[src/rtl/quad_pixel_writer_if.sv]
// Quad input bus (drawer -> writer) and single-pixel write bus (writer -> framebuffer).
// Both use rts/rtr handshakes: a transfer happens on a cycle where rts and rtr are both high.
interface qpw_quad_if;
    logic        in_rts;
    logic        in_rtr;
    logic [9:0]  draw_x_0;
    logic [9:0]  draw_x_1;
    logic [9:0]  draw_x_2;
    logic [9:0]  draw_x_3;
    logic [9:0]  draw_y_0;
    logic [9:0]  draw_y_1;
    logic [9:0]  draw_y_2;
    logic [9:0]  draw_y_3;
    logic [11:0] color;

    modport master (
        output in_rts, draw_x_0, draw_x_1, draw_x_2, draw_x_3,
               draw_y_0, draw_y_1, draw_y_2, draw_y_3, color,
        input  in_rtr
    );
    modport slave (
        input  in_rts, draw_x_0, draw_x_1, draw_x_2, draw_x_3,
               draw_y_0, draw_y_1, draw_y_2, draw_y_3, color,
        output in_rtr
    );
endinterface

interface qpw_pix_if #(parameter int ADDR_W = 19);
    logic              out_rts;
    logic              out_rtr;
    logic [ADDR_W-1:0] out_addr;
    logic [11:0]       out_color;

    modport master (output out_rts, out_addr, out_color, input out_rtr);
    modport slave  (input out_rts, out_addr, out_color, output out_rtr);
endinterface

[src/rtl/quad_pixel_writer.sv]
// Serializes a 4-point quad into pixel writes, dropping off-screen points and in-quad duplicates.
// Latency: first write valid 2 cycles after accept; a stalled write holds address/color and the FSM.
module quad_pixel_writer #(
    parameter int SCREEN_W = 640,
    parameter int SCREEN_H = 480,
    parameter int ADDR_W   = 19
) (
    input  logic            clk,
    input  logic            rst,
    qpw_quad_if.slave       quad,
    qpw_pix_if.master       pix,
    output logic [15:0]     clip_cnt
);
    typedef enum logic [1:0] {IDLE, SCAN, SEND} state_t;

    state_t            state_q, state_d;
    logic [1:0]        idx_q, idx_d;
    logic [3:0][9:0]   x_q, x_d;
    logic [3:0][9:0]   y_q, y_d;
    logic [11:0]       color_q, color_d;
    logic [ADDR_W-1:0] out_addr_q, out_addr_d;
    logic [11:0]       out_color_q, out_color_d;
    logic [15:0]       clip_cnt_q, clip_cnt_d;

    logic [9:0]        cur_x;
    logic [9:0]        cur_y;
    logic              in_range;
    logic              dup;

    always_comb begin
        state_d     = state_q;
        idx_d       = idx_q;
        x_d         = x_q;
        y_d         = y_q;
        color_d     = color_q;
        out_addr_d  = out_addr_q;
        out_color_d = out_color_q;
        clip_cnt_d  = clip_cnt_q;

        cur_x    = x_q[idx_q];
        cur_y    = y_q[idx_q];
        in_range = (32'(cur_x) < SCREEN_W) && (32'(cur_y) < SCREEN_H);
        // Only earlier points of the quad count, so the first copy is the one emitted.
        dup = 1'b0;
        for (int j = 0; j < 3; j++) begin
            if ((2'(j) < idx_q) && (x_q[j] == cur_x) && (y_q[j] == cur_y)) begin
                dup = 1'b1;
            end
        end

        case (state_q)
            IDLE: begin
                if (quad.in_rts) begin
                    x_d     = {quad.draw_x_3, quad.draw_x_2, quad.draw_x_1, quad.draw_x_0};
                    y_d     = {quad.draw_y_3, quad.draw_y_2, quad.draw_y_1, quad.draw_y_0};
                    color_d = quad.color;
                    idx_d   = 2'd0;
                    state_d = SCAN;
                end
            end
            SCAN: begin
                if (!in_range && (clip_cnt_q != 16'hFFFF)) begin
                    clip_cnt_d = clip_cnt_q + 16'd1;
                end
                if (in_range && !dup) begin
                    out_addr_d  = ADDR_W'(cur_y) * ADDR_W'(SCREEN_W) + ADDR_W'(cur_x);
                    out_color_d = color_q;
                    state_d     = SEND;
                end else if (idx_q == 2'd3) begin
                    state_d = IDLE;
                end else begin
                    idx_d = idx_q + 2'd1;
                end
            end
            SEND: begin
                if (pix.out_rtr) begin
                    if (idx_q == 2'd3) begin
                        state_d = IDLE;
                    end else begin
                        idx_d   = idx_q + 2'd1;
                        state_d = SCAN;
                    end
                end
            end
            default: state_d = IDLE;
        endcase
    end

    always_ff @(posedge clk) begin
        if (rst) begin
            state_q     <= IDLE;
            idx_q       <= 2'd0;
            x_q         <= '0;
            y_q         <= '0;
            color_q     <= '0;
            out_addr_q  <= '0;
            out_color_q <= '0;
            clip_cnt_q  <= '0;
        end else begin
            state_q     <= state_d;
            idx_q       <= idx_d;
            x_q         <= x_d;
            y_q         <= y_d;
            color_q     <= color_d;
            out_addr_q  <= out_addr_d;
            out_color_q <= out_color_d;
            clip_cnt_q  <= clip_cnt_d;
        end
    end

    assign quad.in_rtr   = (state_q == IDLE);
    assign pix.out_rts   = (state_q == SEND);
    assign pix.out_addr  = out_addr_q;
    assign pix.out_color = out_color_q;
    assign clip_cnt      = clip_cnt_q;
endmodule

[src/flat_wrapper.sv]
// flat-port wrapper written by rule: the top's interface ports become plain ports
module quad_pixel_writer_flat 
#(
    parameter int SCREEN_W = 640,
    parameter int SCREEN_H = 480,
    parameter int ADDR_W   = 19
)
  (clk, rst, clip_cnt, quad_in_rts, quad_draw_x_0, quad_draw_x_1, quad_draw_x_2, quad_draw_x_3, quad_draw_y_0, quad_draw_y_1, quad_draw_y_2, quad_draw_y_3, quad_color, quad_in_rtr, pix_out_rts, pix_out_addr, pix_out_color, pix_out_rtr);
  qpw_quad_if quad_i ();
  qpw_pix_if #(.ADDR_W(ADDR_W)) pix_i ();
  input  logic clk;
  input  logic rst;
  output logic [15:0] clip_cnt;
  input wire logic [$bits(quad_i.in_rts)-1:0] quad_in_rts;
  input wire logic [$bits(quad_i.draw_x_0)-1:0] quad_draw_x_0;
  input wire logic [$bits(quad_i.draw_x_1)-1:0] quad_draw_x_1;
  input wire logic [$bits(quad_i.draw_x_2)-1:0] quad_draw_x_2;
  input wire logic [$bits(quad_i.draw_x_3)-1:0] quad_draw_x_3;
  input wire logic [$bits(quad_i.draw_y_0)-1:0] quad_draw_y_0;
  input wire logic [$bits(quad_i.draw_y_1)-1:0] quad_draw_y_1;
  input wire logic [$bits(quad_i.draw_y_2)-1:0] quad_draw_y_2;
  input wire logic [$bits(quad_i.draw_y_3)-1:0] quad_draw_y_3;
  input wire logic [$bits(quad_i.color)-1:0] quad_color;
  output wire logic [$bits(quad_i.in_rtr)-1:0] quad_in_rtr;
  output wire logic [$bits(pix_i.out_rts)-1:0] pix_out_rts;
  output wire logic [$bits(pix_i.out_addr)-1:0] pix_out_addr;
  output wire logic [$bits(pix_i.out_color)-1:0] pix_out_color;
  input wire logic [$bits(pix_i.out_rtr)-1:0] pix_out_rtr;
  assign quad_i.in_rts = quad_in_rts;
  assign quad_i.draw_x_0 = quad_draw_x_0;
  assign quad_i.draw_x_1 = quad_draw_x_1;
  assign quad_i.draw_x_2 = quad_draw_x_2;
  assign quad_i.draw_x_3 = quad_draw_x_3;
  assign quad_i.draw_y_0 = quad_draw_y_0;
  assign quad_i.draw_y_1 = quad_draw_y_1;
  assign quad_i.draw_y_2 = quad_draw_y_2;
  assign quad_i.draw_y_3 = quad_draw_y_3;
  assign quad_i.color = quad_color;
  assign quad_in_rtr = quad_i.in_rtr;
  assign pix_out_rts = pix_i.out_rts;
  assign pix_out_addr = pix_i.out_addr;
  assign pix_out_color = pix_i.out_color;
  assign pix_i.out_rtr = pix_out_rtr;
  quad_pixel_writer #(.SCREEN_W(SCREEN_W), .SCREEN_H(SCREEN_H), .ADDR_W(ADDR_W)) u_core (.clk(clk), .rst(rst), .quad(quad_i), .pix(pix_i), .clip_cnt(clip_cnt));
endmodule
[config.mk]
export PLATFORM = sky130hd
export DESIGN_NAME = quad_pixel_writer_flat
export DESIGN_NICKNAME = d
export VERILOG_FILES = /design/src/rtl/quad_pixel_writer_if.sv /design/src/rtl/quad_pixel_writer.sv /design/src/flat_wrapper.sv
export SDC_FILE = /design/constraint.sdc
export NUM_CORES = 1
export LEC_CHECK = 0
export ABC_AREA = 1
export CAP_MARGIN = 20
export CORE_ASPECT_RATIO = 0.7
export CORE_UTILIZATION = 35
export DETAILED_ROUTE_END_ITERATION = 12
export MAX_ROUTING_LAYER = met4
export PLACE_DENSITY = 0.56
export SKIP_LAST_GASP = 1
export SLEW_MARGIN = 20
export SYNTH_ARGS = -nofsm -noshare
export SYNTH_HDL_FRONTEND = slang
export SYNTH_SLANG_ARGS = --single-unit
[constraint.sdc]
create_clock -name clk -period 4 [get_ports clk]
set_clock_uncertainty 0.15 [all_clocks]
set_input_delay 0.6 -clock clk [delete_from_list [all_inputs] [get_ports clk]]
set_output_delay 0.6 -clock clk [all_outputs]
set_load 0.1 [all_outputs]
* Word-level counts from Yosys, hierarchy flattened
Index checks and enable logic that the tools add are counted.
Storage, ports and cells: bits in registers 143, input port bits 96, output and inout bits 49, word-level logic and storage cells 74
Cells by class: add/sub/neg operators 3, multiply operators 1, magnitude comparators 6, eq/ne operators 14, mux-type cells 18, reductions and logical operators 18
Operators by type and width (number):
- $eq 10x10->1 | 6
- $bmux 10 s2 | 2
- $mux 10 | 2
- $add 19x10->19 | 1
- $add 16x1->16 const B | 1
- $mux 2 | 8
- $ne 16x16->1 const B | 1
- $mul 10x3->12 const B | 1
- $pmux 2 s3 | 2
- $lt 10x10->1 const B | 1
- $lt 10x9->1 const B | 1
- $logic_and 1x1->1 | 9
- $reduce_and 2->1 | 3
- $eq 2x2->1 const B | 2
- $lt 1x2->1 const A | 2
- $mux 1 | 4
- $ne 2x2->1 const B | 2
- $reduce_and 4->1 | 1
- $lt 2x3->1 const B | 1
- $ne 3x1->1 const B | 1
- $reduce_and 3->1 | 1
- $reduce_bool 3->1 | 1
- $add 2x1->2 const B | 1
- $eq 2x1->1 const B | 1
- other kinds (4) | 5

* Logic depth before layout (Yosys ltp)
word-level depth 12, mapped depth 21, mapped depth without buffers 19

* Worst setup path before layout
OpenSTA, ideal clock, no wires.
path type flip-flop to flip-flop, start point register u_core.idx_q[0], end point register u_core.out_addr_q[18] (netlist: u_core.pix.out_addr[18]), library setup time 0.119 ns, arrival time 2.928 ns, required time 3.731 ns, slack 0.803 ns, cell stages (with the launch flop) 21, buffers on the path 2, period minus slack after synthesis 3.197 ns, path through dfxtp_1 > buf_6 > inv_6 > buf_6 > nand2_1 > nand3_2 > nand2_2 > inv_2 > ha_1 > ha_1 > fa_1 > nand2_1 > nor2_1 > nand2_1 > nor2_1 > nand2_1 > nor2_1 > nand3_1 > nand2_1 > nor3b_1 > nor2_1
On the way: word-level cells in the longest chain between the ends 11, elaborated cells on any way between the ends 30, those cells by class add/sub: 1; mul: 1; order compare: 5; eq/ne: 6; mux: 7; reduce/logical: 10
Ends and longest elaborated chain:
- start, declared | RTL line quad_pixel_writer.sv:17 | logic [1:0] idx_q, idx_d;
- start signal, assigned | RTL line quad_pixel_writer.sv:101 | idx_q <= idx_d;
- branches (longest 11 deep; another with $add 19x10->19)
- end signal, assigned | RTL line quad_pixel_writer.sv:105 | out_addr_q <= out_addr_d;
- end, declared | RTL line quad_pixel_writer.sv:21 | logic [ADDR_W-1:0] out_addr_q, out_addr_d;
Parallel ways; which one is timed is not known. The select of a mux whose other input is x is not followed. A chain may end at the register's enable or synchronous reset.

* Worst setup path in the final report
Ends and elaborated chain as after synthesis.

==> results.sh <==
export IMPL_status="finished clean"
export IMPL_num_fill_cells=2295
export IMPL_clock_fmax_mhz=282
export IMPL_register_area_um2=2860
export IMPL_setup_viol=0
export IMPL_cts_tree="done"
export IMPL_ctsResizeCount=0
export IMPL_grt_max_degree=73
export IMPL_core_area_um2=22100
export IMPL_first_iter_violations=601
export IMPL_track_usage=0.218
export IMPL_reg2reg_depth=18
export IMPL_timing_rr_start="u_core.idx_q[0]"
export IMPL_root_buffer="clkbuf_16"
export IMPL_wl_met3_um=1460
export IMPL_cell_internal_pwr_mw=4.64
export IMPL_synth_flop_cell="dfxtp_1"
export IMPL_tightest_slew_ns=1.02
export IMPL_clock_sinks=143
export IMPL_p_switching_mw=5.12
export IMPL_synth_cell_types=41
export IMPL_fin_area_um2=10300
export IMPL_ant_nets=0
export IMPL_drv_slew=0
export IMPL_synth_most_common_cell="nand2_1"
export IMPL_worst_r2r_setup_slack_ns=0.46
export IMPL_antenna_found_initial=0
export IMPL_clock_latency_ns=0.44
export IMPL_synth_edff_count=0
export IMPL_drt_total_wl_um=24200
export IMPL_drv_cap=0
export IMPL_dieArea_um2=23500
export IMPL_p_per_area_nw_per_um2=951
export IMPL_post_dp_hpwl_um=17700
export IMPL_hold_path_class="reg2reg"
export IMPL_synth_top_area_cell="dfxtp_1"
export IMPL_syn_num_nets=1306
export IMPL_netlist_instances=1182
export IMPL_die_height_um=129
export IMPL_path_class="reg2reg"
export IMPL_crit_start="u_core.idx_q[0]"
export IMPL_cp_end_kind="flop"
export IMPL_drive_above_1_share=0.0799
export IMPL_critPathLaunchType="flop"
export IMPL_power_share_combinational=0.606
export IMPL_clk_path_buf_depth=2
export IMPL_gp_congestion=0.924
export IMPL_switching_share=0.525
export IMPL_port_buffers=144
export IMPL_grt_setup_unrepaired="false"
export IMPL_synth_common_cells="nand2_1, nor2_1, dfxtp_1, o21ai_0, inv_1"
export IMPL_period_share=0.886
export IMPL_p_seq_frac=0.221
export IMPL_synth_area_um2=8020
export IMPL_pwr_share_clk=0.173
export IMPL_vias=7743
export IMPL_routed_top_layer="met4"
export IMPL_syn_to_final_growth_pct=28.1
export IMPL_yosysTopAreaCellShare=0.357
export IMPL_multiInputGateArea_um2=4580
export IMPL_holdPathEnd="u_core.pix.out_color[1]"
export IMPL_layout_min_cycle_time_ns=3.54
export IMPL_die_w_um=183
export IMPL_m1WireLength_um=12700
export IMPL_numCtsBuffers=17
export IMPL_antenna_cells=0
export IMPL_hold_start="u_core.pix.out_color[1]"
export IMPL_avgRoutedWirePerCell_um=14.9
export IMPL_post_cts_buffers=0
export IMPL_fin_ws_ns=0.456
export IMPL_drcViolationCount=0
export IMPL_synth_seq_area_share=0.357
export IMPL_reg2reg_to="u_core.pix.out_addr[18]"
export IMPL_hold_depth=2
export IMPL_worstPathRequired_ns=4.17
export IMPL_p_leak_nw=4.36
export IMPL_vias_per_cell=4.78
export IMPL_core_rowCount=45
export IMPL_ctsHoldBuffers=0
export IMPL_cp_arrival_ns=3.72
export IMPL_setup_tns_ns=0
export IMPL_relSlewSlack=0.319
export IMPL_postSynthAreaPerCell_um2=6.78
export IMPL_path_clk_slew_ns=0.06
export IMPL_initial_core_util=0.363
export IMPL_cts_htree_levels=4
export IMPL_holdWs_ns=0.328
export IMPL_grt_pass1_wl_um=38500
export IMPL_synthArstFlopShare=0
export IMPL_cp_max_fo=41
export IMPL_grt_pass1_vias=7228
export IMPL_peakVddDrop_uv=405
export IMPL_hold_viol=0
export IMPL_synth_area_top_cells="dfxtp_1, nand2_1, nor2_1"
export IMPL_fin_nets=1425
export IMPL_yosys_warnings=0
export IMPL_wl_met2_um=9720
export IMPL_ioPinCount=145
export IMPL_dpl_cell_area_um2=9640
export IMPL_pre_cts_ws_ns=0.396
export IMPL_grt_overflow=0
export IMPL_dr_pass1_iters=5
export IMPL_synth_seq_cells=143
==> critical path, cell delays in order, from the launching register on <==
cell and delay (ns):
dfxtp_1 0.43, inv_6 0.17, nand2_1 0.12, nand3_2 0.10, nand2_1 0.17, inv_1 0.08
ha_1 0.27, ha_1 0.22, fa_1 0.54, nand2_1 0.07, nor2_1 0.17, nand2_1 0.07
nor2_1 0.17, nand2_1 0.07, nor2_1 0.18, nand3_1 0.11, nand2_1 0.07, nor3b_1 0.17
nor2_1 0.06
==> worst max-delay path by stage <==
| stage | cells after the start | slack (ns) | end |
|---|---|---|---|
| 6_report | 18 | 0.46 | u_core.pix.out_addr[18] |
| 5_1_grt | 18 | 0.04 | u_core.pix.out_addr[18] |
| 4_1_cts | 18 | 0.36 | u_core.pix.out_addr[18] |
| 3_5_place_dp | 18 | 0.40 | u_core.pix.out_addr[18] |
| 3_3_place_gp | 18 | 0.44 | u_core.pix.out_addr[18] |
| 2_1_floorplan | 20 | 0.80 | u_core.pix.out_addr[18] |
==> per-layer routing <==
| metal | up-vias | GRT usage |
|---|---|---|
| met4 | 0 | 0.0588 |
| met3 | 23 | 0.0444 |
| met2 | 196 | 0.307 |
| li1 | 4081 | - |
| met1 | 3443 | 0.314 |
| met5 | - | - |
==> final cells by class <==
cell class,count,area share
multi-input combinational,912,0.446
sequential,143,0.279
timing repair buffer,153,0.150
clock buffer,18,0.0428
clock inverter,14,0.0177
tap,305,0.0372
inverter,74,0.0282
==> stage by stage <==
stage | std cells | total power, mW | utilization
after global routing | 1619 | 10.5 | 0.465
after detailed placement | 1587 | 8.08 | 0.437
after floorplan | 1182 | 6.74 | -
after CTS | 1619 | 9.80 | 0.465
after global placement | 1587 | 8.07 | 0.437
final | 1619 | 9.76 | 0.465
==> logic make-up after synthesis <==
logic type | share of synthesized area
buf+inv | 0.0732
compound gates | 0.125
fa+ha+maj | 0.0456
xor+xnor | 0.0197
flops | 0.357
simple gates | 0.379
==> layout by cell type (no fill, tap or decap), types with 3 or more instances in the layout <==
cell             count
nand2_1            268
nor2_1             258
clkdlybuf4s50_1    144
dfxtp_1            143
o21ai_0            132
inv_1               63
a21oi_1             44
nand3_1             41
nand3b_1            37
nand3_2             34
ha_1                26
clkbuf_16           17
xor2_1              15
nand2_2              9
nand4_1              8
inv_2                7
o21ai_1              7
buf_4                6
inv_6                4
clkinv_4             4
nand2_4              3
nor3b_1              3
a31oi_1              3
xnor2_1              3
clkinvlp_4           3
bufinv_16            3
==> registers in the layout (all words and copies together), names as in the netlist <==
| signal | cells |
|---|---|
| u_core.x_q | 40 |
| u_core.y_q | 40 |
| u_core.pix.out_addr | 19 |
| u_core.clip_cnt | 16 |
| u_core.color_q | 12 |
| u_core.pix.out_color | 12 |
| u_core.idx_q | 2 |
| u_core.state_q | 2 |
==> power by group through the flow <==
stage / Sequential, mW / Combinational, mW / Clock, mW
2_1_floorplan: 3.20 / 3.54 / 0
3_3_place_gp: 2.18 / 5.89 / 0
3_5_place_dp: 2.18 / 5.90 / 0
4_1_cts: 2.15 / 5.92 / 1.72
5_1_grt: 2.21 / 6.56 / 1.78
6_report: 2.16 / 5.92 / 1.69
Power figures use the tool's default switching activity.
